--- config.mk ---
export PLATFORM = sky130hd
export DESIGN_NAME = rst_seq
export DESIGN_NICKNAME = d
export VERILOG_FILES = /design/src/rtl/rst_seq_pkg.sv /design/src/rtl/rst_sync.sv /design/src/rtl/rst_seq.sv
export SDC_FILE = /design/constraint.sdc
export NUM_CORES = 1
export LEC_CHECK = 0
export BUFFER_PORTS_ARGS = -buffer_cell sky130_fd_sc_hd__buf_4
export CAP_MARGIN = 40
export CORE_UTILIZATION = 35
export CTS_BUF_LIST = sky130_fd_sc_hd__clkbuf_16
export DETAILED_ROUTE_END_ITERATION = 8
export PLACE_DENSITY = 0.51
export SLEW_MARGIN = 20
export SYNTH_ARGS = -nofsm -noshare
export SYNTH_HDL_FRONTEND = slang
export SYNTH_HIERARCHICAL = 1
export SYNTH_SLANG_ARGS = --single-unit
--- constraint.sdc ---
create_clock -name sys_clk_i -period 3.7 [get_ports sys_clk_i]
set_input_delay 0.185 -clock sys_clk_i [delete_from_list [all_inputs] [get_ports sys_clk_i]]
set_output_delay 0.185 -clock sys_clk_i [all_outputs]
set_load 0.01 [all_outputs]
--- src/rtl/rst_seq_pkg.sv ---
// Shared types and defaults for the j1soc reset sequencer.
package rst_seq_pkg;

    typedef enum logic [1:0] {
        ST_HOLD,
        ST_STAGE,
        ST_RUN
    } state_e;

    localparam int DEF_N_CH        = 3;
    localparam int DEF_HOLD_CYCLES = 20;
    localparam int DEF_STAGE_GAP   = 8;
    localparam int DEF_SW_PULSE    = 16;
    localparam int DEF_CNT_W       = 16;

    // Width of an index that must also hold the "all released" value n.
    function automatic int idx_width(input int n);
        return (n < 1) ? 1 : $clog2(n + 1);
    endfunction

endpackage

--- src/rtl/rst_sync.sv ---
// Two-flop reset synchronizer: asserts asynchronously, deasserts on the second clock edge.
module rst_sync (
    input  logic clk_i,
    input  logic arst_i,
    output logic rst_o
);

    logic [1:0] sync_q;

    always_ff @(posedge clk_i or posedge arst_i) begin
        if (arst_i) begin
            sync_q <= 2'b11;
        end else begin
            // NOTE: non-blocking so sync_q[1] takes last cycle's sync_q[0]; blocking would collapse both stages into one.
            sync_q[0] <= 1'b0;
            sync_q[1] <= sync_q[0];
        end
    end

    assign rst_o = sync_q[1];

endmodule

--- src/rtl/rst_seq.sv ---
// Staged reset sequencer: hold, release channels in order, then serve software and global reset requests.
module rst_seq
    import rst_seq_pkg::*;
#(
    parameter int N_CH        = DEF_N_CH,
    parameter int HOLD_CYCLES = DEF_HOLD_CYCLES,
    parameter int STAGE_GAP   = DEF_STAGE_GAP,
    parameter int SW_PULSE    = DEF_SW_PULSE,
    parameter int CNT_W       = DEF_CNT_W
) (
    input  logic            sys_clk_i,
    input  logic            sys_rst_i,
    input  logic [N_CH-1:0] sw_rst_i,
    input  logic            glb_req_i,
    output logic [N_CH-1:0] rst_o,
    output logic            ready_o
);

    localparam int IDX_W = idx_width(N_CH);

    // After power-on the first hold edge already counts; after a global request an extra edge is spent.
    localparam logic [CNT_W-1:0] HOLD_LD_POR = (HOLD_CYCLES >= 2) ? CNT_W'(HOLD_CYCLES - 2) : '0;
    localparam logic [CNT_W-1:0] HOLD_LD_GLB = CNT_W'(HOLD_CYCLES - 1);
    localparam logic [CNT_W-1:0] GAP_LD      = CNT_W'(STAGE_GAP - 1);
    localparam logic [CNT_W-1:0] PULSE_LD    = CNT_W'(SW_PULSE - 1);
    localparam logic [IDX_W-1:0] ALL_DONE    = IDX_W'(N_CH);

    logic            rst_int;
    state_e          state_q;
    logic [CNT_W-1:0] cnt_q;
    logic [IDX_W-1:0] idx_q;
    logic            hold_armed_q;
    logic            hold_ext_q;
    logic [N_CH-1:0] rst_q;
    logic            ready_q;
    logic            run;
    logic [N_CH-1:0] pulse_load;
    logic [N_CH-1:0] pulse_end;

    rst_sync u_rst_sync (
        .clk_i  (sys_clk_i),
        .arst_i (sys_rst_i),
        .rst_o  (rst_int)
    );

    assign run = (state_q == ST_RUN);

    for (genvar k = 0; k < N_CH; k++) begin : g_pulse
        logic [CNT_W-1:0] pcnt_q;

        always_ff @(posedge sys_clk_i or posedge rst_int) begin
            if (rst_int) begin
                pcnt_q <= '0;
            end else if (glb_req_i) begin
                pcnt_q <= '0;
            end else if (pulse_load[k]) begin
                pcnt_q <= PULSE_LD;
            end else if (run && (pcnt_q != '0)) begin
                pcnt_q <= pcnt_q - CNT_W'(1);
            end
        end

        assign pulse_load[k] = run && !glb_req_i && sw_rst_i[k];
        assign pulse_end[k]  = run && !glb_req_i && !sw_rst_i[k] && rst_q[k] && (pcnt_q == '0);
    end

    always_ff @(posedge sys_clk_i or posedge rst_int) begin
        if (rst_int) begin
            state_q      <= ST_HOLD;
            cnt_q        <= '0;
            idx_q        <= '0;
            hold_armed_q <= 1'b0;
            hold_ext_q   <= 1'b0;
            rst_q        <= '1;
            ready_q      <= 1'b0;
        end else if (glb_req_i) begin
            // Global request beats any software request and restarts the whole sequence.
            state_q      <= ST_HOLD;
            cnt_q        <= '0;
            idx_q        <= '0;
            hold_armed_q <= 1'b0;
            hold_ext_q   <= 1'b1;
            rst_q        <= '1;
            ready_q      <= 1'b0;
        end else begin
            case (state_q)
                ST_HOLD: begin
                    if (!hold_armed_q && !(!hold_ext_q && (HOLD_CYCLES == 1))) begin
                        hold_armed_q <= 1'b1;
                        hold_ext_q   <= 1'b0;
                        cnt_q        <= hold_ext_q ? HOLD_LD_GLB : HOLD_LD_POR;
                    end else if (!hold_armed_q || (cnt_q == '0)) begin
                        state_q      <= ST_STAGE;
                        rst_q[0]     <= 1'b0;
                        idx_q        <= IDX_W'(1);
                        cnt_q        <= GAP_LD;
                        hold_armed_q <= 1'b0;
                        hold_ext_q   <= 1'b0;
                    end else begin
                        cnt_q <= cnt_q - CNT_W'(1);
                    end
                end
                ST_STAGE: begin
                    if (idx_q == ALL_DONE) begin
                        state_q <= ST_RUN;
                        ready_q <= 1'b1;
                    end else if (cnt_q == '0) begin
                        for (int k = 0; k < N_CH; k++) begin
                            if (idx_q == IDX_W'(k)) rst_q[k] <= 1'b0;
                        end
                        idx_q <= idx_q + IDX_W'(1);
                        cnt_q <= GAP_LD;
                    end else begin
                        cnt_q <= cnt_q - CNT_W'(1);
                    end
                end
                ST_RUN: begin
                    rst_q   <= (rst_q | pulse_load) & ~pulse_end;
                    ready_q <= ~|rst_q && ~|pulse_load;
                end
                default: begin
                    state_q <= ST_HOLD;
                end
            endcase
        end
    end

    assign rst_o   = rst_q;
    assign ready_o = ready_q;

endmodule

Yosys cells after proc, flatten, opt, wreduce, memory -nomap -nowiden
Index checks and enable logic that the tools add are counted.

word-level totals
  ROM bits = 0
  memories = 0
  latch bits = 0
  bits of input ports = 6
  output and inout bits = 4
  bits in registers = 76
  word-level logic and storage cells = 132
  bits in writable memories = 0

cells by class
  order comparisons = 0
  muxes and demuxes = 45
  reduce and logical (&&, ||, !) cells = 51
  $mul = 0
  add/subtract/negate cells = 5
  bitwise operators = 3
  shift operators = 0
  divide/modulo/power cells = 0
  equality and inequality tests = 15

operator list
  kind                     count
  $mux W16                 14
  $logic_not A16 Y1        4
  $sub A16 B1 Y16 const B  4
  $reduce_bool A16 Y1      3
  $pmux W16 S2             1
  $ne A3 B3 Y1 const B     8
  $logic_and A1 B1 Y1      17
  $mux W1                  15
  $reduce_bool A3 Y1       5
  $mux W2                  7
  $reduce_and A4 Y1        3
  $mux W3                  3
  $pmux W2 S2              2
  $logic_not A1 Y1         7
  $eq A2 B2 Y1 const B     3
  $pmux W2 S3              1
  $reduce_and A2 Y1        3
  $reduce_and A6 Y1        1
  $reduce_or A3 Y1         2
  $reduce_and A5 Y1        1
  $eq A2 B1 Y1 const B     2
  $logic_not A2 Y1         2
  $reduce_bool A4 Y1       1
  $and A3 B3 Y3            1
  other kinds (9)          9

Depth between registers and ports, before layout
Gate-level depths: netlist (run 1).

  depth in word-level cells = 9
  gate-level depth with buffers = 8
  depth with buffers taken out = 7

Cells and area by module
Netlist (run 1), hierarchy kept.

by module, submodules not included
  module    cells an instance  instances  area an instance (µm²)  sequential area each (µm²)
  rst_seq   457                1          4154.0                  1855.5
  rst_sync  4                  1          60.1                    52.6

Worst setup path after synthesis (run 1)
Ideal clock, no wire load.

  kind = register to register
  start = register cnt_q[3]
  end = register cnt_q[13]
  required time = 3618 ps
  cell stages (with the launch flop) = 6
  data arrival time = 2219 ps
  library setup time = 82 ps
  period minus slack after synthesis = 2301 ps
  path buffers = 0
  slack = 1399 ps
  cell sequence = dfrtp_1 > or4_4 > or3_4 > or3_1 > or4_1 > a31oi_1

between the ends
  word-level cells in the longest chain between the ends = 6
  elaborated cells on any way between the ends = 9
  those cells by class = 1 x add/sub; 6 x mux; 2 x reduce/logical

ends and longest elaborated chain
  item                                                     line            RTL
  start, declared                                          rst_seq.sv:30   logic [CNT_W-1:0] cnt_q;
  start signal, assigned                                   rst_seq.sv:91   cnt_q <= hold_ext_q ? HOLD_LD_GLB : HOLD_LD_POR;
  start signal, assigned                                   rst_seq.sv:100  cnt_q <= cnt_q - CNT_W'(1);
  start signal, assigned                                   rst_seq.sv:114  cnt_q <= cnt_q - CNT_W'(1);
  branches (longest 4 deep; another with $sub A16 B1 Y16)  n/a
  $pmux W16 S2 *                                           rst_seq.sv:86   case (state_q)
  $mux W16 *                                               rst_seq.sv:76   end else if (glb_req_i) begin

Every way passes the cells marked *. The select of a mux whose other input is x is not followed.
A chain may end at the register's enable or synchronous reset.

Worst setup path in the final report (run 1)
  start = register g_pulse[1].pcnt_q[0]
  end = register g_pulse[1].pcnt_q[1]

between the ends
  word-level cells in the longest chain between the ends = 4
  elaborated cells on any way between the ends = 7
  those cells by class = 1 x add/sub; 3 x mux; 3 x reduce/logical

ends and longest elaborated chain
  item                    line           RTL
  start, declared         rst_seq.sv:49  logic [CNT_W-1:0] pcnt_q;
  start signal, assigned  rst_seq.sv:59  pcnt_q <= pcnt_q - CNT_W'(1);
  $sub A16 B1 Y16         rst_seq.sv:59
  $mux W16                rst_seq.sv:58  end else if (run && (pcnt_q != '0)) begin
  $mux W16                rst_seq.sv:56  end else if (pulse_load[k]) begin
  $mux W16                rst_seq.sv:54  end else if (glb_req_i) begin

Several ways; a longest one is shown, not always the timed one. The select of a mux whose other input is x is not followed.

==> results.py, run 1 <==
metrics = {
    "global_route": {
        "antenna_found_initial": 0,
        "grt_pass1_vias": 3262,
        "overflow": 0,
        "grt_max_degree": 48,
        "grt_pass1_wl_um": 15670,
        "grt_usage": 0.1590,
    },
    "synth": {
        "syn_inst": 461,
        "ys.flop_type": "dfrtp_1",
        "postSynth.asyncResetShare": 1.000,
        "syn-num-nets": 478,
        "syn_area_per_cell_um2": 9.141,
        "ys_seq_area_frac": 0.4528,
        "netlist_area_mm2": 0.004214,
        "synth-seq-cells": 76,
        "netlist-cell-type-count": 54,
        "synth_edf_count": 0,
        "yosysWarnings": 6,
    },
    "finish": {
        "area_delta_synth_final_pct": 12.74,
        "final_cell_mix": "80 x nor2_1, 71 x dfrtp_1, 24 x xnor2_1",
        "final_common_cell": "nor2_1",
        "drive_above_1_share": 0.1036,
        "diodes": 0,
        "finalNetCount": 485,
    },
    "clock_network": {
        "clk_latency_ns": 0.34,
        "cts_tree": "done",
        "ctsResizeCount": 0,
        "ctsHoldBuffers": 1,
        "numCtsBuffers": 9,
        "h-tree-depth": 3,
        "clk_root_buffer_cell": "clkbuf_16",
        "cts_sinks": 76,
        "clockBufferDepth": 2,
        "clk_pin_slew_ns": 0.06,
        "postCtsSetupBuffers": 0,
    },
    "timing": {
        "rsz0062_at_grt": "no",
        "relSlewSlack": 0.5000,
        "period_share": 0.6970,
        "setup_slack_ns": 1.121,
        "layout_min_cycle_time_ns": 2.579,
        "setup_tns_ns": 0,
        "fmax_ghz": 0.3878,
        "hold_violations": 0,
        "tightest_slew_ns": 0.7438,
        "setup_violations": 0,
        "fin_skew_ns": 0.009617,
        "slew_viol_final": 0,
    },
    "place": {
        "pre_cts_ws_ns": 1.158,
        "io_buffers": 9,
        "gp_congestion": 0.7598,
        "place_hpwl_um": 6273,
    },
    "worst_setup_path": {
        "worstPathRequired_ns": 3.90,
        "cp_slowest_cell": "or4b_2",
        "r2r-start": "g_pulse[1].pcnt_q[0]",
        "max_stage_delay_ns": 0.59,
        "cp-startpoint": "g_pulse[1].pcnt_q[0]",
        "cp-end-kind": "register",
        "crit_path_start_kind": "register",
        "crit_chain": "inv_1 -> ha_1 -> or4b_2 -> nor3_2 -> buf_4 -> nand2_1 -> and4b_1 -> a2111oi_0",
        "arrival_ns": 2.78,
        "crit_fanout": 14,
        "criticalPathCategory": "reg2reg",
    },
    "route": {
        "post_drt_wl_per_cell_um": 14.94,
        "drc": 2,
        "vias": 3325,
        "wirelength_um": 9202,
        "firstDrtPassIters": 7,
        "drt_first_iter_violations": 215,
        "viasPerCell": 5.398,
        "drt.antenna.violating_nets": 0,
    },
    "pwr": {
        "vdd_drop_max_mv": 0.4851,
        "powerDensity_mw_per_mm2": 564.7,
        "p_leak_nw": 2.030,
    },
    "worst_hold_path": {
        "hold_start": "sw_rst_i[2]",
        "hp-class": "in2reg",
    },
    "floorplan": {
        "core-area_mm2": 0.01156,
        "ios": 10,
        "die-area_mm2": 0.01248,
        "start_util": 0.3644,
        "rows": 39,
        "die_h_um": 111.7,
        "die_w_um": 111.7,
    },
    "run_status": {
        "violations": "design-rule violations",
        "status": "complete, but fails checks",
    },
    "job": {
        "drv_cap": 0,
    },
}
[cells by family after synthesis]
logic type | after synthesis | share of synthesized area
and+or+nand+nor | 210 | 0.2607
AOI/OAI and AO/OA | 77 | 0.1200
DFF | 76 | 0.4528
xor gates and xnor gates | 42 | 0.08729
buffers and inverters | 40 | 0.03593
adders and majority gates | 11 | 0.03266
muxes | 4 | 0.009798
other | 1 | 0.0008899
[worst max-delay path, delay by kind of cell, from the launching register on]
kind,cells,cell delay (ns)
flip-flops,1,0.40
AND/OR/NAND/NOR,4,1.13
adder cells (fa/ha/maj),1,0.16
AO/OA/AOI/OAI,1,0.41
buffers and inverters,2,0.34
[sequential cells by signal, indices dropped and copies added (netlist names)]
| signal | flops |
|---|---|
| hold_armed_q | 1 |
| state_q | 2 |
| idx_q | 2 |
| u_rst_sync/sync_q | 2 |
| g_pulse.pcnt_q | 48 |
| ready_o | 1 |
| cnt_q | 16 |
| rst_o | 3 |
| hold_ext_q | 1 |
[per-stage QoR]
| step | cells | hold WS (ns) | area (um2) | utilization | total power, W |
|---|---|---|---|---|---|
| floorplan | 461 | 0.09650 | 4214 | - | 0.001606 |
| CTS | 615 | 0.1412 | 4746 | 0.4104 | 0.002727 |
| global placement | 598 | 0.2214 | 4427 | 0.3828 | 0.001768 |
| finish | 616 | 0.1652 | 4751 | 0.4108 | 0.002683 |
| detailed placement | 598 | 0.2270 | 4427 | 0.3828 | 0.001776 |
| global route | 616 | 0.1597 | 4751 | 0.4108 | 0.002872 |
[final cells by class]
type	instances	area (um2)
Fill cell	1150	6814
Multi-Input combinational cell	345	2155
Sequential cell	76	1908
Clock buffer	9	225.2
Tap cell	143	178.9
Timing Repair Buffer	14	117.6
Clock inverter	7	83.83
Inverter	22	82.58
[cells in the mapped netlist (all sizes together), types with 6 or more instances]
master | instances | area, um2
nor2 | 80 | 300.3
dfrtp | 71 | 1777
xnor2 | 24 | 210.2
nor3 | 23 | 125.1
inv | 22 | 82.58
nand2 | 20 | 75.07
nor4 | 20 | 131.4
o21ai | 18 | 90.08
xor2 | 18 | 157.7
a21oi | 16 | 80.08
clkbuf | 15 | 56.30
nand3 | 13 | 65.06
or3 | 13 | 86.33
a211oi | 11 | 82.58
ha | 11 | 137.6
or4 | 9 | 71.32
a2111oi | 6 | 52.55
a31oi | 6 | 37.54
[routing by layer]
metal  track usage  part of all wire  vias up
met4       0.05586             0.012        0
met1        0.2026              0.49     1623
li1              -                 -     1658
met3       0.04409             0.031       10
met5             0                 0        -
met2        0.2584              0.47       34
[power by group]
group / switching [W] / internal (W)
sequential: 0.000118 / 0.000926
clock: 0.000340 / 0.000582
combinational: 0.000402 / 0.000315
[final timing paths]
path	depth (start not counted)	to	slack, ns
max in group asynchronous	2	rst_o[2]	2.65
hold / removal	3	g_pulse[2].pcnt_q[3]	0.17
hold reg to reg	1	cnt_q[15]	0.33
setup / recovery	8	g_pulse[1].pcnt_q[1]	1.12
setup reg to reg	8	g_pulse[1].pcnt_q[1]	1.12
min in group asynchronous	1	cnt_q[15]	0.33
(Power assumes the default switching activity.)
==> run 2: changes to the inputs <==
Clock period 3.7 ns to 2.39 ns, I/O delays scaled along.
==> run 2 against run 1 <==
The flow still finishes with violations (design-rule violations). Flip-flop and latch count is the same. Die area is the same. Sequential power grew 52%. Clock power grew 67%. Maximum frequency grew 12%. Critical path depth is the same. Combinational power grew 94%. First-iteration DRC count shrank 4.7%. Via count grew 3.9%. Core utilization grew 2.0 points. Clock-buffer cell count is the same.
==> results.py, run 2 (synthesized netlist as in run 1, its figures left out) <==
metrics = {
    "worst_setup_path": {
        "crit_fanout": 4,
        "worstPathRequired_ns": 2.62,
        "r2r_cells": 8,
        "arrival_ns": 2.53,
        "ff2ff_setup_slack_ns": 0.09,
        "criticalPathCategory": "reg2reg",
        "reg2reg_to": "idx_q[0]",
        "crit_path_start_kind": "register",
        "cp-end-kind": "register",
        "r2r-start": "cnt_q[0]",
    },
    "finish": {
        "final_cell_mix": "79 x nor2_1, 71 x dfrtp_1, 35 x buf_4",
        "finalNetCount": 509,
        "diodes": 0,
        "stdcell_count": 640,
        "final_util": 0.4305,
        "drive_above_1_share": 0.1529,
        "final_common_cell": "nor2_1",
        "area_delta_synth_final_pct": 18.14,
        "largest-register": "g_pulse.pcnt_q",
        "largest_register_ffs": 48,
    },
    "clock_network": {
        "h-tree-depth": 3,
        "clk_latency_ns": 0.34,
        "clockBufferDepth": 2,
        "cts_sinks": 76,
        "clk_root_buffer_cell": "clkbuf_16",
        "numCtsBuffers": 9,
        "cts_tree": "done",
        "clk_pin_slew_ns": 0.06,
    },
    "pwr": {
        "seqPwrFrac": 0.350,
        "powerDensity_mw_per_mm2": 904.7,
        "netSwitchingPower_w": 0.001389,
        "p_int_w": 0.003115,
        "swShare": 0.3085,
        "power_frac_clock": 0.341,
        "combPwrFrac": 0.309,
        "p_leak_nw": 2.170,
        "vdd_drop_max_mv": 0.4993,
    },
    "job": {
        "drv_cap": 0,
    },
    "route": {
        "drt_first_iter_violations": 205,
        "viasPerCell": 5.400,
        "drt.antenna.violating_nets": 0,
        "vias": 3456,
        "maxUsedRoutingLayer": "met4",
        "wirelength_um": 9484,
        "firstDrtPassIters": 6,
        "dr_wl_met3_um": 191,
        "wl_met1_um": 4575,
        "wl_met2_um": 4523,
        "drc": 2,
        "post_drt_wl_per_cell_um": 14.82,
    },
    "timing": {
        "hold_violations": 0,
        "tightest_slew_ns": 0.6250,
        "rsz0062_at_grt": "no",
        "layout_min_cycle_time_ns": 2.301,
        "relSlewSlack": 0.5827,
        "period_share": 0.9630,
        "fin_skew_ns": 0.004647,
        "setup_violations": 0,
        "fmax_ghz": 0.4345,
        "slew_viol_final": 0,
    },
    "floorplan": {
        "core-area_mm2": 0.01156,
        "ios": 10,
        "die_w_um": 111.7,
        "die_h_um": 111.7,
        "rows": 39,
        "die-area_mm2": 0.01248,
        "start_util": 0.3644,
    },
    "global_route": {
        "grt_max_degree": 48,
        "grt_pass1_vias": 3486,
        "overflow": 0,
        "grt_pass1_wl_um": 16550,
        "grt_usage": 0.1665,
        "antenna_found_initial": 0,
    },
    "worst_hold_path": {
        "hp-class": "in2reg",
        "holdPathStages": 3,
        "holdPathEnd": "g_pulse[2].pcnt_q[3]",
        "hold_start": "sw_rst_i[2]",
    },
    "run_status": {
        "status": "complete, but fails checks",
        "violations": "design-rule violations",
    },
    "place": {
        "place_hpwl_um": 6447,
        "gp_congestion": 0.7655,
        "io_buffers": 9,
        "dp.cells": 618,
    },
}
## run 2: what timing repair did
action | in CTS | in global routing
cloned | 0 | 1
setup buffers | 0 | 4
pin swaps | 0 | 2
gates resized for setup | 1 | 5
endpoints found under the setup margin | 11 | 17
endpoints found under the hold margin | 2 | 0
hold buffers | 1 | 0
## run 2: worst max-delay path, stage by stage (launching register included)
cell and delay [ns]:
dfrtp_1 0.40, inv_1 0.08, ha_1 0.19, or4b_2 0.62, or4_4 0.48, nor2_4 0.13
buf_4 0.12, a31o_2 0.14, a21oi_1 0.04
## run 2: per-stage QoR
step	cell area [um2]	worst slack (ns)	power, W	hold WS (ns)	setup TNS, ns
finish	4979	0.08854	0.004504	0.09548	0
global route	4979	0.0002238	0.004808	0.1071	0
CTS	4921	0.04539	0.004435	0.07960	0
detailed placement	4577	-0.01642	0.002853	0.1600	-0.09630
global placement	4577	0.05715	0.002854	0.1558	0
floorplan	4214	0.08941	0.002486	0.03100	0
## run 2: metal layers
metal,vias up,GRT usage
li1,1713,-
met1,1696,0.2094
met2,34,0.2774
met3,13,0.02940
met4,0,0.07838
met5,-,0
## run 2: area by class of cell
cell class / instances / area (um2)
fillers: 1117 / 6586
multi-input cells: 346 / 2185
flip-flops and latches: 76 / 1908
repair buffers: 37 / 292.8
clock buffers: 9 / 225.2
well taps: 143 / 178.9
clock inverters: 7 / 106.4
inverters: 22 / 82.58
## run 2: power by group through the flow
| stage | clock network (W) | logic, W | registers (W) |
|---|---|---|---|
| 6_report | 0.00154 | 0.00139 | 0.00158 |
| 3_5_place_dp | 0 | 0.00125 | 0.00160 |
| 2_1_floorplan | 0 | 0.000910 | 0.00158 |
| 5_1_grt | 0.00164 | 0.00156 | 0.00160 |
| 3_3_place_gp | 0 | 0.00126 | 0.00160 |
| 4_1_cts | 0.00159 | 0.00127 | 0.00158 |
## run 2: worst max-delay path by stage
stage              from        end  slack [ns]  depth (start not counted)
2_1_floorplan  cnt_q[3]  cnt_q[13]        0.09                          5
3_3_place_gp   cnt_q[0]   cnt_q[6]        0.06                          7
3_5_place_dp   cnt_q[0]  cnt_q[11]       -0.02                          7
4_1_cts        cnt_q[0]  cnt_q[11]        0.05                          7
5_1_grt        cnt_q[0]   idx_q[0]      0.0002                          8
6_report       cnt_q[0]   idx_q[0]        0.09                          8
